[config.mk]
export PLATFORM = sky130hd
export DESIGN_NAME = serial_word_shifter
export DESIGN_NICKNAME = d
export VERILOG_FILES = /design/src/rtl/serial_pkg.sv /design/src/rtl/shift_bit_counter.sv /design/src/rtl/serial_word_shifter.sv
export SDC_FILE = /design/constraint.sdc
export NUM_CORES = 1
export LEC_CHECK = 0
export BUFFER_PORTS_ARGS = -buffer_cell sky130_fd_sc_hd__buf_2
export CAP_MARGIN = 25
export CORE_AREA = 2 2 39 41
export CTS_CLUSTER_SIZE = 8
export DETAILED_ROUTE_END_ITERATION = 8
export DIE_AREA = 0 0 41 43
export GPL_TIMING_DRIVEN = 0
export HOLD_SLACK_MARGIN = 0.02
export PLACE_DENSITY = 0.73
export SLEW_MARGIN = 30
export SYNTH_ARGS = -nofsm -noshare
export SYNTH_HDL_FRONTEND = slang
export SYNTH_SLANG_ARGS = --single-unit
[constraint.sdc]
create_clock -name clk -period 2.1 [get_ports clk]
set_input_delay 0.105 -clock clk [delete_from_list [all_inputs] [get_ports clk]]
set_output_delay 0.105 -clock clk [all_outputs]
set_load 0.1 [all_outputs]
[src/rtl/serial_pkg.sv]
// serial_pkg: state encoding and default word width shared by the serializer and detector.
package serial_pkg;
    typedef enum logic [1:0] {
        ST_IDLE  = 2'd0,
        ST_SHIFT = 2'd1
    } state_e;
    localparam int SER_WIDTH_DEF = 8;
endpackage

[src/rtl/shift_bit_counter.sv]
// shift_bit_counter: bit position counter within a word; last flags the final bit.
module shift_bit_counter #(
    parameter int WIDTH = 8
) (
    input  logic clk,
    input  logic rst,
    input  logic clear,
    input  logic inc,
    output logic last
);
    localparam int CW = $clog2(WIDTH);
    logic [CW-1:0] cnt_q, cnt_d;
    assign cnt_d = clear ? '0 : inc ? cnt_q + CW'(1) : cnt_q;
    assign last  = cnt_q == CW'(WIDTH - 1);
    always_ff @(posedge clk or posedge rst) begin
        if (rst) cnt_q <= '0;
        else     cnt_q <= cnt_d;
    end
endmodule

[src/rtl/serial_word_shifter.sv]
// serial_word_shifter: accepts a word via valid/ready and shifts it out one bit per clock,
// reloading on the last bit so consecutive words stream without a gap.
module serial_word_shifter
    import serial_pkg::*;
#(
    parameter int WIDTH     = SER_WIDTH_DEF,
    parameter bit MSB_FIRST = 1'b1
) (
    input  logic             clk,
    input  logic             reset,
    input  logic [WIDTH-1:0] data_in,
    input  logic             load_valid,
    output logic             load_ready,
    output logic             serial_out,
    output logic             serial_valid,
    output logic             word_done
);
    localparam int HEAD = MSB_FIRST ? WIDTH - 1 : 0;
    state_e           state_q, state_d;
    logic [WIDTH-1:0] sr_q, sr_d;
    logic             last, shifting, accept, inc;
    assign shifting     = state_q == ST_SHIFT;
    assign load_ready   = !shifting || last;
    assign accept       = load_valid && load_ready;
    assign inc          = shifting && !last;
    assign serial_valid = shifting;
    assign word_done    = shifting && last;
    // Idle forces zeros so the downstream detector stays in its start state.
    assign serial_out   = shifting && sr_q[HEAD];
    shift_bit_counter #(.WIDTH(WIDTH)) u_cnt (
        .clk  (clk),
        .rst  (reset),
        .clear(!inc),
        .inc  (inc),
        .last (last)
    );
    assign sr_d = accept ? data_in : shifting ? (MSB_FIRST ? sr_q << 1 : sr_q >> 1) : sr_q;
    always_comb begin
        state_d = ST_IDLE;
        case (state_q)
            ST_IDLE:  state_d = accept ? ST_SHIFT : ST_IDLE;
            ST_SHIFT: state_d = (last && !accept) ? ST_IDLE : ST_SHIFT;
            default:  state_d = ST_IDLE;
        endcase
    end
    always_ff @(posedge clk or posedge reset) begin
        if (reset) begin
            state_q <= ST_IDLE;
            sr_q    <= '0;
        end else begin
            state_q <= state_d;
            sr_q    <= sr_d;
        end
    end
endmodule

== After elaboration in Yosys (flattened, before gate mapping) ==
Index checks and enable logic that the tools add are counted.

* Bits in registers: 13
* Input port bits: 11
* Output and inout port bits: 4
* Word-level logic and storage cells: 23

* Add/subtract/negate cells: 1
* Equality and inequality tests: 2
* Mux-type cells: 6
* Reductions and logical operators: 11

{| class="wikitable"
|+ Operators with widths
! cell !! count
|-
| $mux W8 || 2
|-
| $logic_and A1 B1 Y1 || 5
|-
| $pmux W2 S2 || 1
|-
| $add A3 B1 Y3 const B || 1
|-
| $eq A3 B3 Y1 const B || 1
|-
| $logic_not A1 Y1 || 3
|-
| $mux W3 || 1
|-
| $eq A2 B1 Y1 const B || 1
|-
| $logic_not A2 Y1 || 1
|-
| $mux W1 || 2
|-
| $reduce_bool A2 Y1 || 1
|-
| $logic_or A1 B1 Y1 || 1
|}

== Logic depth before layout (Yosys ltp) ==
* Depth in word-level cells: 8
* Mapped depth: 6
* Mapped depth without buffers: 5

== Modules after synthesis ==
A second synthesis with hierarchy kept.

* Cell total of the unflattened synthesis: 57
* Area, all modules: 604.3 um^2

{| class="wikitable"
|+ Modules (own cells, without submodules)
! module !! instances !! cells each !! area an instance (um^2) !! seq. area each (um^2)
|-
| serial_word_shifter || 1 || 45 || 460.4 || 225.2
|-
| shift_bit_counter || 1 || 12 || 143.9 || 75.1
|}

== Least setup slack after synthesis ==
OpenSTA, ideal clock, no wires.

* Path kind: register to output
* Start: register state_q[0]
* End: output port serial_out
* Arrival time: 2.027 ns
* Data required time: 1.995 ns
* Path slack: -0.032 ns
* Cell stages (with the launch flop): 3
* Path buffers: 1
* Cell sequence: dfrtp_1 > buf_2 > and2_1

* Longest elaborated chain between the ends: 2

{| class="wikitable"
|+ Ends and longest elaborated chain
! item !! RTL line !! RTL
|-
| start, declared || serial_word_shifter.sv:19 || <nowiki>state_e state_q, state_d;</nowiki>
|-
| start signal, assigned || serial_word_shifter.sv:51 || <nowiki>state_q <= state_d;</nowiki>
|-
| $eq A2 B1 Y1 || serial_word_shifter.sv:22 || <nowiki>assign shifting = state_q == ST_SHIFT;</nowiki>
|-
| $logic_and A1 B1 Y1 || serial_word_shifter.sv:29 || <nowiki>assign serial_out = shifting && sr_q[HEAD];</nowiki>
|-
| end, declared || serial_word_shifter.sv:14 || <nowiki>output logic serial_out,</nowiki>
|}

Every way passes these cells.

== Final worst setup path ==
* Start: register u_cnt.cnt_q[0]
* End: output port load_ready

* Longest elaborated chain between the ends: 2

{| class="wikitable"
|+ Ends and longest elaborated chain
! item !! RTL line !! RTL
|-
| start, declared || shift_bit_counter.sv:12 || <nowiki>logic [CW-1:0] cnt_q, cnt_d;</nowiki>
|-
| start signal, assigned || shift_bit_counter.sv:17 || <nowiki>else cnt_q <= cnt_d;</nowiki>
|-
| $eq A3 B3 Y1 || shift_bit_counter.sv:14 || <nowiki>assign last = cnt_q == CW'(WIDTH - 1);</nowiki>
|-
| $logic_or A1 B1 Y1 || serial_word_shifter.sv:23 || <nowiki>assign load_ready = !shifting || last;</nowiki>
|-
| end, declared || serial_word_shifter.sv:13 || <nowiki>output logic load_ready,</nowiki>
|}

Every way passes these cells.

==> qor.csv <==
stage;metric;value;unit
floorplan;initial_cell_density_of_the_core;41.32;%
setup_path;ff2ff_setup_slack;0.50;ns
pwr;static-leakage-power;0.3627;nW
clocking;tritoncts_num_sinks;12;
grt;vias_in_the_first_global_route;437;
finish;layout.nets;88;
route;route.antenna.remaining_nets;0;
yosys;synth.ff_latch_count;12;
pwr;p_per_area;1383;nW/um^2
finish;layout.filler_cells;138;
route;detail_route.iter0.violations;6;
setup_path;worst_ep_required_time;2.00;ns
timing;fin_crit_sh;93.25;%
route;remaining_drc_errors;0;
floorplan;core_region_area;1384;sq um
placed_design;dp_hpwl;822.6;microns
yosys;synthSimpleGateAreaFrac;18.38;%
yosys;synth_compound_gate_area_share;19.47;%
placed_design;globalplace.congestion;0.7332;
yosys;synthesis.nets;68;
grt;grt_start_max_net_pins;13;
grt;wire_length_of_the_first_global_routing_pass;1731;microns
route;via_per_inst;5.360;
timing;tightest_slew;0.4866;ns
timing;setup_total_negative_slack;0;ns
clocking;insertion_delay;0.27;ns
floorplan;die_area;1763;sq um
timing;report.final.setup_viol;0;
setup_path;critPathSlowestCell;buf_2;
clocking;cts_tree;yes;
placed_design;numPortBuffers;14;
outcome;outcome;completed;
clocking;cts-buffers-inserted;3;
timing;fin_crit;1.958;ns
route;avgRoutedWirePerCell;12.48;microns
yosys;synth.area.mux_share;0;%
route;drt-total-wl;1111;microns
yosys;fraction_of_synthesized_cell_area_in_xor_and_xnor_cells;0;%
setup_path;crit_path_max_fanout;10;
clocking;cts.root.buffer_cell;clkbuf_4;
finish;n_antenna_cell;0;
yosys;sequential_area_share_after_synthesis;52.52;%
yosys;synthesis.yosys.warnings;0;
yosys;synth_area_in_adders;4.376;%
clocking;cts_max_path_buffers;2;
floorplan;dieHeight;43;microns
clocking;clock_pin_transition_on_the_worst_setup_and_hold_timing_paths;0.07;ns
yosys;synth.avg_cell_area;10.40;sq um
setup_path;worst_setup_path_type;register to primary output;
setup_path;timing.critical_path.arrival;1.85;ns
grt;antenna_found_initial;0;
grt;global_route.usage.total;15.06;%
setup_path;cp_top_family;buffers and inverters;
timing;hold_slack;0.07170;ns
clocking;cts_htree_levels;1;
yosys;synthesis.area;571.8;sq um
yosys;number_of_distinct_library_cells_after_synthesis;17;
setup_path;setup.worst_path.start_class;register;
timing;timing.slew.headroom;67.78;%
run;drv_cap;0;
grt;globalRoute.totalOverflow;0;
floorplan;io_pins;15;
finish;area_growth_syn_to_layout;21.88;%
setup_path;max_stage_delay;0.45;ns
timing;achievable-frequency;510.6;MHz
setup_path;worstPathBufferInverterCount;2;
floorplan;dieWidth;41;microns
setup_path;sort_of_element_at_the_end_of_the_critical_path;primary output;
hold_path;min-delay-path-class;input port to register;
pwr;vdd_drop_max;497.2;uV
timing;timing.final.max_slew_violations;0;
yosys;synth_top_family_by_area;compound AO/OA/AOI/OAI gates;
yosys;syn_inst;55;
finish;final_layout_size_suffix_gt1_share;32.88;%
floorplan;placementRows;14;
timing;worst_clock_skew;0.003331;ns
route;detailed_routing_iterations_pass_1;4;
setup_path;worstPathCellList;ha_1 > ha_1 > nand2b_1 > buf_2 > buf_2;
timing;rsz0062_at_grt;no;
route;via_count;477;
timing;final-hold-violation-count;0;
-- layer usage --
| metal | routed length [microns] | up-vias | track usage, % |
|---|---|---|---|
| li1 | - | 230 | - |
| met1 | 525 | 226 | 18.46 |
| met2 | 506 | 17 | 21.56 |
| met3 | 50 | 4 | 3.141 |
| met4 | 28 | 0 | 12.00 |
| met5 | 0 | - | 0 |
-- stage by stage --
stage | total power [mW] | std cells | instance area [sq um] | setup slack (ns) | utilization [%]
after floorplan | 0.7460 | 55 | 574.3 | 0.07681 | -
final | 0.9635 | 89 | 696.9 | 0.1417 | 50.36
after global routing | 1.034 | 89 | 696.9 | 0.01846 | 50.36
after CTS | 0.9752 | 89 | 696.9 | 0.1267 | 50.36
after global placement | 0.8208 | 85 | 664.4 | 0.4383 | 48.01
after detailed placement | 0.8319 | 85 | 664.4 | 0.4324 | 48.01
-- placed cells by master (no fill, tap or decap) --
master	synthesis	routed
a211o_1	3	3
buf_2	3	17
inv_1	4	4
o311ai_1	1	1
o221a_1	2	2
nand2_1	8	8
nand2b_1	3	3
o221a_2	1	1
a21boi_2	1	1
dlygate4sd3_1	0	1
clkbuf_4	0	3
and2_2	0	2
nor2b_1	3	3
nor2_1	4	4
nand3_1	2	2
a32oi_1	3	3
dfrtp_1	12	12
o21ai_0	1	1
ha_1	2	2
-- flip-flops by register name, indices dropped and copies added (netlist names) --
signal,flops
sr_q,8
state_q,1
u_cnt.cnt_q,3
-- cell type report --
class                           instances  area, sq um  area share (%)
Tap cell                               16        20.02           2.873
Sequential cell                        12        300.3           43.09
Clock buffer                            3        22.52           3.232
Inverter                                4        15.01           2.154
Buffer                                  3        15.01           2.154
Timing Repair Buffer                   15        80.08           11.49
Multi-Input combinational cell         36        244.0           35.01
-- synth_stat cells, drive strengths merged --
| cell type | instances | share of area, % |
|---|---|---|
| o21ai | 1 | 0.87 |
| buf | 3 | 2.6 |
| a32oi | 3 | 4.6 |
| ha | 2 | 4.4 |
| o311ai | 1 | 1.5 |
| nand3 | 2 | 1.8 |
| and2 | 2 | 2.2 |
| a21boi | 1 | 2.0 |
| nor2b | 3 | 3.3 |
| nand2 | 8 | 5.3 |
| inv | 4 | 2.6 |
| a211o | 3 | 4.6 |
| nand2b | 3 | 3.3 |
| nor2 | 4 | 2.6 |
| dfrtp | 12 | 53 |
| o221a | 3 | 5.9 |
-- cells by family after synthesis --
logic type / count (synthesis)
flops: 12
fa+ha+maj: 2
buf+inv: 7
compound gates: 12
simple gates: 22
-- worst paths after layout --
check,start,endpoint,cells after the start
worst max-delay path,u_cnt.cnt_q[0],load_ready,5
worst max register to register,u_cnt.cnt_q[0],sr_q[2],6
worst min register to register,u_cnt.cnt_q[0],u_cnt.cnt_q[0],1
min in group asynchronous,reset,sr_q[1],3
max in group asynchronous,reset,sr_q[0],3
worst min-delay path,data_in[4],sr_q[4],3
-- worst register-to-register path, stage by stage (launching register included) --
cell and delay [ns]:
dfrtp_1 0.39, ha_1 0.20, ha_1 0.20, nand2b_1 0.22, buf_2 0.21, a32oi_1 0.21, nand2_1 0.07
-- what timing repair did --
item                                   CTS  global route
setup endpoints to repair                0             0
setup buffers                            0             0
hold buffers                             1             0
resized for setup                        0             0
endpoints found under the hold margin   12             0
-- report_power, final --
part           total (mW)  switching, mW  internal, mW  leakage, nW
clock               0.139         0.0727        0.0664       0.0138
sequential          0.358         0.0420         0.316        0.153
combinational       0.467          0.327         0.140        0.196
No activity file was read; power rests on OpenSTA's default activity.
